### config.mk
export PLATFORM = sky130hd
export DESIGN_NAME = serial_alu_seq_flat
export DESIGN_NICKNAME = d
export VERILOG_FILES = /design/src/rtl/serial_alu_seq_if.sv /design/src/rtl/serial_alu_seq.sv /design/src/flat_wrapper.sv
export SDC_FILE = /design/constraint.sdc
export NUM_CORES = 1
export LEC_CHECK = 0
export CAP_MARGIN = 20
export CORE_MARGIN = 5
export CORE_UTILIZATION = 49
export CTS_CLUSTER_SIZE = 40
export DETAILED_ROUTE_END_ITERATION = 10
export PLACE_DENSITY_LB_ADDON = 0.05
export SLEW_MARGIN = 40
export SYNTH_ARGS = -nofsm -noshare
export SYNTH_HDL_FRONTEND = slang
export SYNTH_SLANG_ARGS = --single-unit
### constraint.sdc
create_clock -name clk -period 1.9 [get_ports clk]
set_input_delay 0.19 -clock clk [delete_from_list [all_inputs] [get_ports clk]]
set_output_delay 0.19 -clock clk [all_outputs]
set_load 0.02 [all_outputs]
### src/rtl/serial_alu_seq_if.sv
// serial_alu_seq_if: operand/result valid-ready handshake bundle for the serial ALU
interface serial_alu_seq_if #(parameter int WIDTH = 8);
  logic             in_valid;
  logic             in_ready;
  logic [WIDTH-1:0] op_a;
  logic [WIDTH-1:0] op_b;
  logic             op_sub;
  logic             out_valid;
  logic             out_ready;
  logic [WIDTH-1:0] result;
  logic             carry_out;
  logic             overflow;
  logic             busy;
  modport master (
    output in_valid, op_a, op_b, op_sub, out_ready,
    input  in_ready, out_valid, result, carry_out, overflow, busy
  );
  modport slave (
    input  in_valid, op_a, op_b, op_sub, out_ready,
    output in_ready, out_valid, result, carry_out, overflow, busy
  );
endinterface

### src/rtl/serial_alu_seq.sv
// serial_alu_seq: bit-serial add/subtract, one full-adder slice reused LSB first over WIDTH cycles
module serial_alu_seq #(
  parameter int WIDTH = 8,
  parameter int CNT_W = $clog2(WIDTH)
) (
  input logic clk,
  input logic rst_n,
  serial_alu_seq_if.slave bus
);
  typedef enum logic [1:0] {IDLE, RUN, DONE} state_t;
  state_t state, state_nx;
  logic [WIDTH-1:0] sh_a, sh_b, res;
  logic [CNT_W-1:0] count;
  logic carry, co, ov, last;
  logic h1, g1, s, c_n;
  // full adder built from two half adders plus carry OR
  assign h1 = sh_a[0] ^ sh_b[0];
  assign g1 = sh_a[0] & sh_b[0];
  assign s = h1 ^ carry;
  assign c_n = g1 | (h1 & carry);
  assign last = count == CNT_W'(WIDTH - 1);
  always_ff @(posedge clk or negedge rst_n)
    if (!rst_n) state <= IDLE;
    else state <= state_nx;
  always_comb begin
    state_nx = state;
    state_nx = state == IDLE ? (bus.in_valid ? RUN : IDLE) :
               state == RUN  ? (last ? DONE : RUN) :
               (bus.out_ready ? IDLE : DONE);
  end
  always_ff @(posedge clk or negedge rst_n)
    if (!rst_n) begin
      sh_a <= '0;
      sh_b <= '0;
      res <= '0;
      count <= '0;
      carry <= 1'b0;
      co <= 1'b0;
      ov <= 1'b0;
    end else if (state == IDLE && bus.in_valid) begin
      sh_a <= bus.op_a;
      sh_b <= bus.op_sub ? ~bus.op_b : bus.op_b;
      carry <= bus.op_sub;
      count <= '0;
      res <= '0;
    end else if (state == RUN) begin
      res <= {s, res[WIDTH-1:1]};
      sh_a <= sh_a >> 1;
      sh_b <= sh_b >> 1;
      carry <= c_n;
      if (!last) count <= count + 1'b1;
      if (last) begin
        ov <= carry ^ c_n;
        co <= c_n;
      end
    end
  assign bus.in_ready = state == IDLE;
  assign bus.out_valid = state == DONE;
  assign bus.busy = state != IDLE;
  assign bus.result = res;
  assign bus.carry_out = co;
  assign bus.overflow = ov;
endmodule

### src/flat_wrapper.sv
// flat-port wrapper written by rule: the top's interface ports become plain ports
module serial_alu_seq_flat 
#(
  parameter int WIDTH = 8,
  parameter int CNT_W = $clog2(WIDTH)
)
  (clk, rst_n, bus_in_valid, bus_op_a, bus_op_b, bus_op_sub, bus_out_ready, bus_in_ready, bus_out_valid, bus_result, bus_carry_out, bus_overflow, bus_busy);
  serial_alu_seq_if #(.WIDTH(WIDTH)) bus_i ();
  input logic clk;
  input logic rst_n;
  input wire logic [$bits(bus_i.in_valid)-1:0] bus_in_valid;
  input wire logic [$bits(bus_i.op_a)-1:0] bus_op_a;
  input wire logic [$bits(bus_i.op_b)-1:0] bus_op_b;
  input wire logic [$bits(bus_i.op_sub)-1:0] bus_op_sub;
  input wire logic [$bits(bus_i.out_ready)-1:0] bus_out_ready;
  output wire logic [$bits(bus_i.in_ready)-1:0] bus_in_ready;
  output wire logic [$bits(bus_i.out_valid)-1:0] bus_out_valid;
  output wire logic [$bits(bus_i.result)-1:0] bus_result;
  output wire logic [$bits(bus_i.carry_out)-1:0] bus_carry_out;
  output wire logic [$bits(bus_i.overflow)-1:0] bus_overflow;
  output wire logic [$bits(bus_i.busy)-1:0] bus_busy;
  assign bus_i.in_valid = bus_in_valid;
  assign bus_i.op_a = bus_op_a;
  assign bus_i.op_b = bus_op_b;
  assign bus_i.op_sub = bus_op_sub;
  assign bus_i.out_ready = bus_out_ready;
  assign bus_in_ready = bus_i.in_ready;
  assign bus_out_valid = bus_i.out_valid;
  assign bus_result = bus_i.result;
  assign bus_carry_out = bus_i.carry_out;
  assign bus_overflow = bus_i.overflow;
  assign bus_busy = bus_i.busy;
  serial_alu_seq #(.WIDTH(WIDTH), .CNT_W(CNT_W)) u_core (.clk(clk), .rst_n(rst_n), .bus(bus_i));
endmodule
==> impl_results.md, run 1 <==
* Port Buffer Count at 33
* Largest cells by area after synthesis: dfrtp_1 53%, nand2_1 10%, a31oi_1 4.6%
* Largest net degree at the start of global routing at 33
* GRT overflow at 0
* Max VDD drop at between 0.0008 and 0.0009 V
* Setup Skew at 9.13 ps
* Synth top area share at a little over half
* Longest Clk Path Bufs at 2
* Number of global-route vias before repair at 1257
* Placer Congestion at 0.710
* Final WL at about 3100 um
* RSZ-0062 raised after global routing: no
* HP Class: primary input to async pin
* Detailed placement HPWL at ~2200 um
* Synth Instances at approximately 160
* Synthesis-to-finish area growth at 28.5%
* TritonRoute pass-1 iters at 4
* PD cells at around 1600 mW/mm2
* Tcrit/Tclk final at approximately 94%
* Cell accounting for the most synthesized area: dfrtp_1
* Number of synthesized register bits at 32
* P_leak at 0.000892 uW
* CTS tree: done
* Worst path top cell family by delay: buffers and inverters
* Layout cell share with drive strength beyond 1 at under 10%
* Synth cell count leaders: 40 x nand2_1, 32 x dfrtp_1, 18 x nor2_1, 11 x a31oi_1, 10 x nand3_1
* Detail Route Antenna Nets at 0
* # DRC at 0
* Clock period minus worst slack at around 1800 ps
* CP Buf/Inv Count at 1
* Largest fanout on the critical path at 8
* Netlist cell types at 26
* # H-tree levels at 2
* Reg2reg setup slack at roughly 310 ps
* Core ar. at ~0.003 mm2
* Synth Cell Area at ~0.0015 mm2
* Post-route cell area at 0.00193 mm2
* Crit path depth at 2
* Crit path required time at approximately 1700 ps
* ANT cells at 0
* Clk Latency, worst-skew pair at 330 ps
* CP max stage cell: clkdlybuf4s50_1
* Max incr delay on CP at about 640 ps
* Final hold vios at 0
* Clk slew on worst S/H paths at about 100 ps
* Critical-path cell list: nor2_1 > clkdlybuf4s50_1
* Number of placement rows at 20
* Post-Syn Nets at between 150 and 200
* Setup TNS at 0 ps
* Worst-Margin Slew at 404 ps
* Vias per inst at ~5.4
* Chip width at 65.3 um
* # setup viols final at 0
* Cts hold-fix bufs at 0
* Io pins at 34
* First-pass GRT wire length at between 5000 and 6000 um
* Status: completed
* Maximum capacitance violations at 0
* Setup CP Type: flip-flop to output pin
* Slew margin rel. at roughly three quarters
* Sequential fraction of the synthesis area at 53.4%
* Clk root buf: clkbuf_4
* Worst r2r src: u_core.count[0]
* FMAX at between 500 and 600 MHz
* Avg Synthesized Cell Area at approximately 9.6 um2
* DP Area at around 0.0019 mm2
* Overall Global Routing Usage at between 10% and 20%
* Final nets at 219
* Total CTS buffers at 5
* Startpoint Class: flip-flop
* Vias at roughly 1200
* Slew Limit Fails at 0
* Die height at approximately 65 um
* Synth warn at 0
* DR iter-0 viols at 54
* Routed length per placed instance at about 14 um
* Most common flop cell mapped by yosys: dfrtp_1
* CP arrival at 1600 ps
* Share of synthesized registers carrying an async set or reset at 100%
* EDFF count, synth at 0
* Most common cell in the netlist: nand2_1
* Setup crit end kind: output pin
* DIE AREA at about 0.0043 mm2
* Place WS at ~320 ps
* Antenna violations before repair at 0
* FF-to-FF path depth at 5
* Initial Util at about half
* CTS Sinks at 32
* Reg-to-Reg End: u_core.count[0]
* Final WS setup at 111 ps
[through the flow]
step,total power [uW],utilization [%],cells,hold WS [ps]
floorplan,2200,-,157,-106
global placement,2650,62.0,221,473
detailed placement,2710,62.0,221,484
CTS,3150,64.2,228,253
global route,3390,64.2,228,264
finish,3110,64.2,228,243
[cell type report]
type	count	area [um2]
clock buffers	7	65.1
fillers	282	1070
inverters	6	22.5
multi-input cells	110	614
flip-flops and latches	32	802
well taps	33	41.3
repair buffers	40	383
[worst reg2reg max path, delay by kind of cell (launching register included)]
family / cells / cell delay (ps)
adder cells (fa/ha/maj): 2 / 410
flip-flops: 1 / 400
multiplexers: 1 / 270
AND/OR/NAND/NOR: 2 / 410
[where the power goes]
group	internal (uW)	total [uW]	leakage, uW	switching (uW)
clock network	210	428	0.0000374	219
logic	672	1480	0.000456	813
registers	995	1190	0.000399	199
total	1880	3110	0.000892	1230
[cell usage in the layout, fill, tap and decap left out, types with 5 or more instances in the layout]
master and count:
nand2_1 40, clkdlybuf4s50_1 33, dfrtp_1 31, nor2_1 18, a31oi_1 11, nand3_1 10
buf_4 7, inv_1 6, xor2_1 6, clkbuf_4 5
[timing repair]
item | 4_1_cts | 5_1_grt
buffers inserted | 0 | 0
endpoints found under the setup margin | 0 | 1
gates resized for setup | 0 | 1
[worst max-delay path by stage]
| stage | start | slack (ps) | end |
|---|---|---|---|
| finish | u_core.state[0] | 110 | bus_in_ready |
| detailed placement | u_core.count[0] | 320 | u_core.count[0] |
| floorplan | u_core.count[0] | 420 | u_core.count[0] |
| CTS | u_core.state[1] | 60 | bus_out_valid |
| global route | u_core.state[0] | 20 | bus_in_ready |
| global placement | bus_in_valid | 380 | u_core.sh_a[4] |
[per-layer routing]
layer,wire length (um),global-route usage (%),part of all wire (%),vias up
met1,1380,20.0,45,590
li1,-,-,-,600
met4,73,9.33,2.4,0
met5,0,0,0,-
met2,1480,28.2,48,28
met3,157,4.62,5.1,8
[logic make-up after synthesis]
family	Yosys count	synth area share [%]
multiplexers	1	0.751
adder cells (fa/ha/maj)	3	3.00
AND/OR/NAND/NOR	74	21.5
buffers and inverters	15	5.67
flip-flops	32	53.4
XOR/XNOR	9	5.25
AO/OA/AOI/OAI	23	10.4
[state kept, by name, summed over array words and instances (netlist names)]
register	flops
u_core.sh_b	8
u_core.bus.carry_out	1
u_core.carry	1
u_core.bus.result	8
u_core.bus.overflow	1
u_core.sh_a	8
u_core.count	3
u_core.state	2
(Power assumes the default switching activity.)
==> run 2, diff against run 1 <==
- CORE_MARGIN: 5 -> 1
- HOLD_SLACK_MARGIN: unset -> 0.1
==> run 2 against run 1 <==
  * The flow now finishes with violations (DRC)
  * Clock-buffer cell count stayed put
  * Clock skew is 3.2 ps lower
  * Fmax is 0.84% higher
  * First-iteration DRC count is 17% lower
  * Largest power group unchanged
==> impl_results.md, run 2 (synthesis gave the netlist of run 1 again) <==
* TritonRoute pass-1 iters at 7
* Layout cell share with drive strength beyond 1 at 8.76%
* Chip width at about 57 um
* M1 WL at ~1400 um
* Final hold vios at 0
* Synthesis-to-finish area growth at 27.9%
* Port Buffer Count at 33
* Antenna violations before repair at 0
* Critical-path cell list: nor2_1 > clkdlybuf4s50_1
* CTS Sinks at 32
* Placer Congestion at roughly 0.74
* Clk root buf: clkbuf_4
* ANT cells at 0
* FMAX at 564 MHz
* Largest fanout on the critical path at 8
* Max incr delay on CP at between 600 and 700 ps
* Routed wl met3 at around 140 um
* PD cells at approximately 1600 mW/mm2
* DIE AREA at 0.00329 mm2
* Total Power at approximately 3100 uW
* Most common cell after layout, fill and taps aside: nand2_1
* Number of placement rows at 19
* Final WS setup at ~130 ps
* Max VDD drop at 0.000966 V
* Detail Route Antenna Nets at 0
* CTS tree: done
* Largest net degree at the start of global routing at 33
* Status: finished, violations left
* Overall Global Routing Usage at between 20% and 30%
* Setup CP Type: flip-flop to output pin
* Detailed placement HPWL at 2090 um
* Cts hold-fix bufs at 0
* Initial Util at roughly 53%
* Place WS at around 290 ps
* # DRC at 1
* Die height at 57.3 um
* Longest Clk Path Bufs at 2
* Setup Skew at approximately 6 ps
* Failing checks: DRC
* P_leak at between 0.0008 and 0.0009 uW
* Clock period minus worst slack at approximately 1800 ps
* Final WL at 3000 um
* Core ar. at around 0.0028 mm2
* # setup viols final at 0
* Vias per inst at around 5.3
* Tcrit/Tclk final at 93.4%
* Clk slew on worst S/H paths at 100 ps
* First-pass GRT wire length at approximately 5200 um
* Slew margin rel. at roughly 70%
* Most frequent cells in the layout: 40 x nand2_1, 33 x clkdlybuf4s50_1, 31 x dfrtp_1, 18 x nor2_1, 11 x a31oi_1
* CP max stage cell: clkdlybuf4s50_1
* Routed wl met2 at between 1000 and 1500 um
* RSZ-0062 raised after global routing: no
* HP Class: primary input to async pin
* # H-tree levels at 2
* Total CTS buffers at 5
* CP arrival at around 1600 ps
* Final nets at approximately 220
* Slew Limit Fails at 0
* Clk Latency, worst-skew pair at ~340 ps
* Fillers at about 240
* Post_cts resized at 0
* Io pins at 34
* Setup crit end kind: output pin
* Worst-Margin Slew at 467 ps
* Vias at between 1000 and 1500
* Startpoint Class: flip-flop
* Post-CTS Setup Inserts at 0
* Setup TNS at 0 ps
* DR top layer: met4
* GRT overflow at 0
* Maximum capacitance violations at 0
* Crit path required time at approximately 1700 ps
* DR iter-0 viols at 45
* Number of global-route vias before repair at roughly 1200
* Routed length per placed instance at 13.3 um
run 2: cell count changes in the layout (fill, tap and decap cells not counted), sizes merged:
cell | before | now
buf | 7 | 6
run 2: per-layer routing:
| metal | GRT usage, % | up-vias |
|---|---|---|
| li1 | - | 596 |
| met1 | 25.8 | 566 |
| met2 | 35.6 | 25 |
| met3 | 5.44 | 8 |
| met4 | 10.8 | 0 |
| met5 | 0 | - |
run 2: report_power, final:
group | internal [uW] | switching (uW) | leakage (uW)
clock network | 210 | 225 | 0.0000374
logic | 667 | 823 | 0.000451
registers | 995 | 198 | 0.000399
run 2: path summary, 6_finish.rpt:
path / startpoint / end / slack [ps] / depth (start not counted)
hold / removal: rst_n / u_core.sh_a[6] / 240 / 2
max in group asynchronous: rst_n / u_core.state[1] / 1340 / 2
hold reg to reg: u_core.sh_a[7] / u_core.sh_a[7] / 510 / 2
setup reg to reg: u_core.count[0] / u_core.count[0] / 270 / 5
setup / recovery: u_core.state[0] / bus_in_ready / 130 / 2
min in group clk: bus_op_a[7] / u_core.sh_a[7] / 370 / 3
run 2: critical path, delay by kind of cell (launching register included):
family	cells	cell delay (ps)
flops	1	470
buf+inv	1	630
simple gates	1	160
run 2: final cells by class:
cell class / count / area, um2 / area share [%]
Tap cell: 31 / 38.8 / 2.02
Sequential cell: 32 / 802 / 41.8
Multi-Input combinational cell: 110 / 614 / 32.0
Timing Repair Buffer: 39 / 375 / 19.6
Inverter: 6 / 22.5 / 1.17
Clock buffer: 7 / 65.1 / 3.39
run 2: metrics by stage:
step                cell area (um2)  utilization [%]  instances  hold slack [ps]
floorplan                      1500                -        157             -106
global placement               1850             65.5        218              472
detailed placement             1850             65.5        218              488
CTS                            1920             67.8        225              256
global route                   1920             67.8        225              266
finish                         1920             67.8        225              240
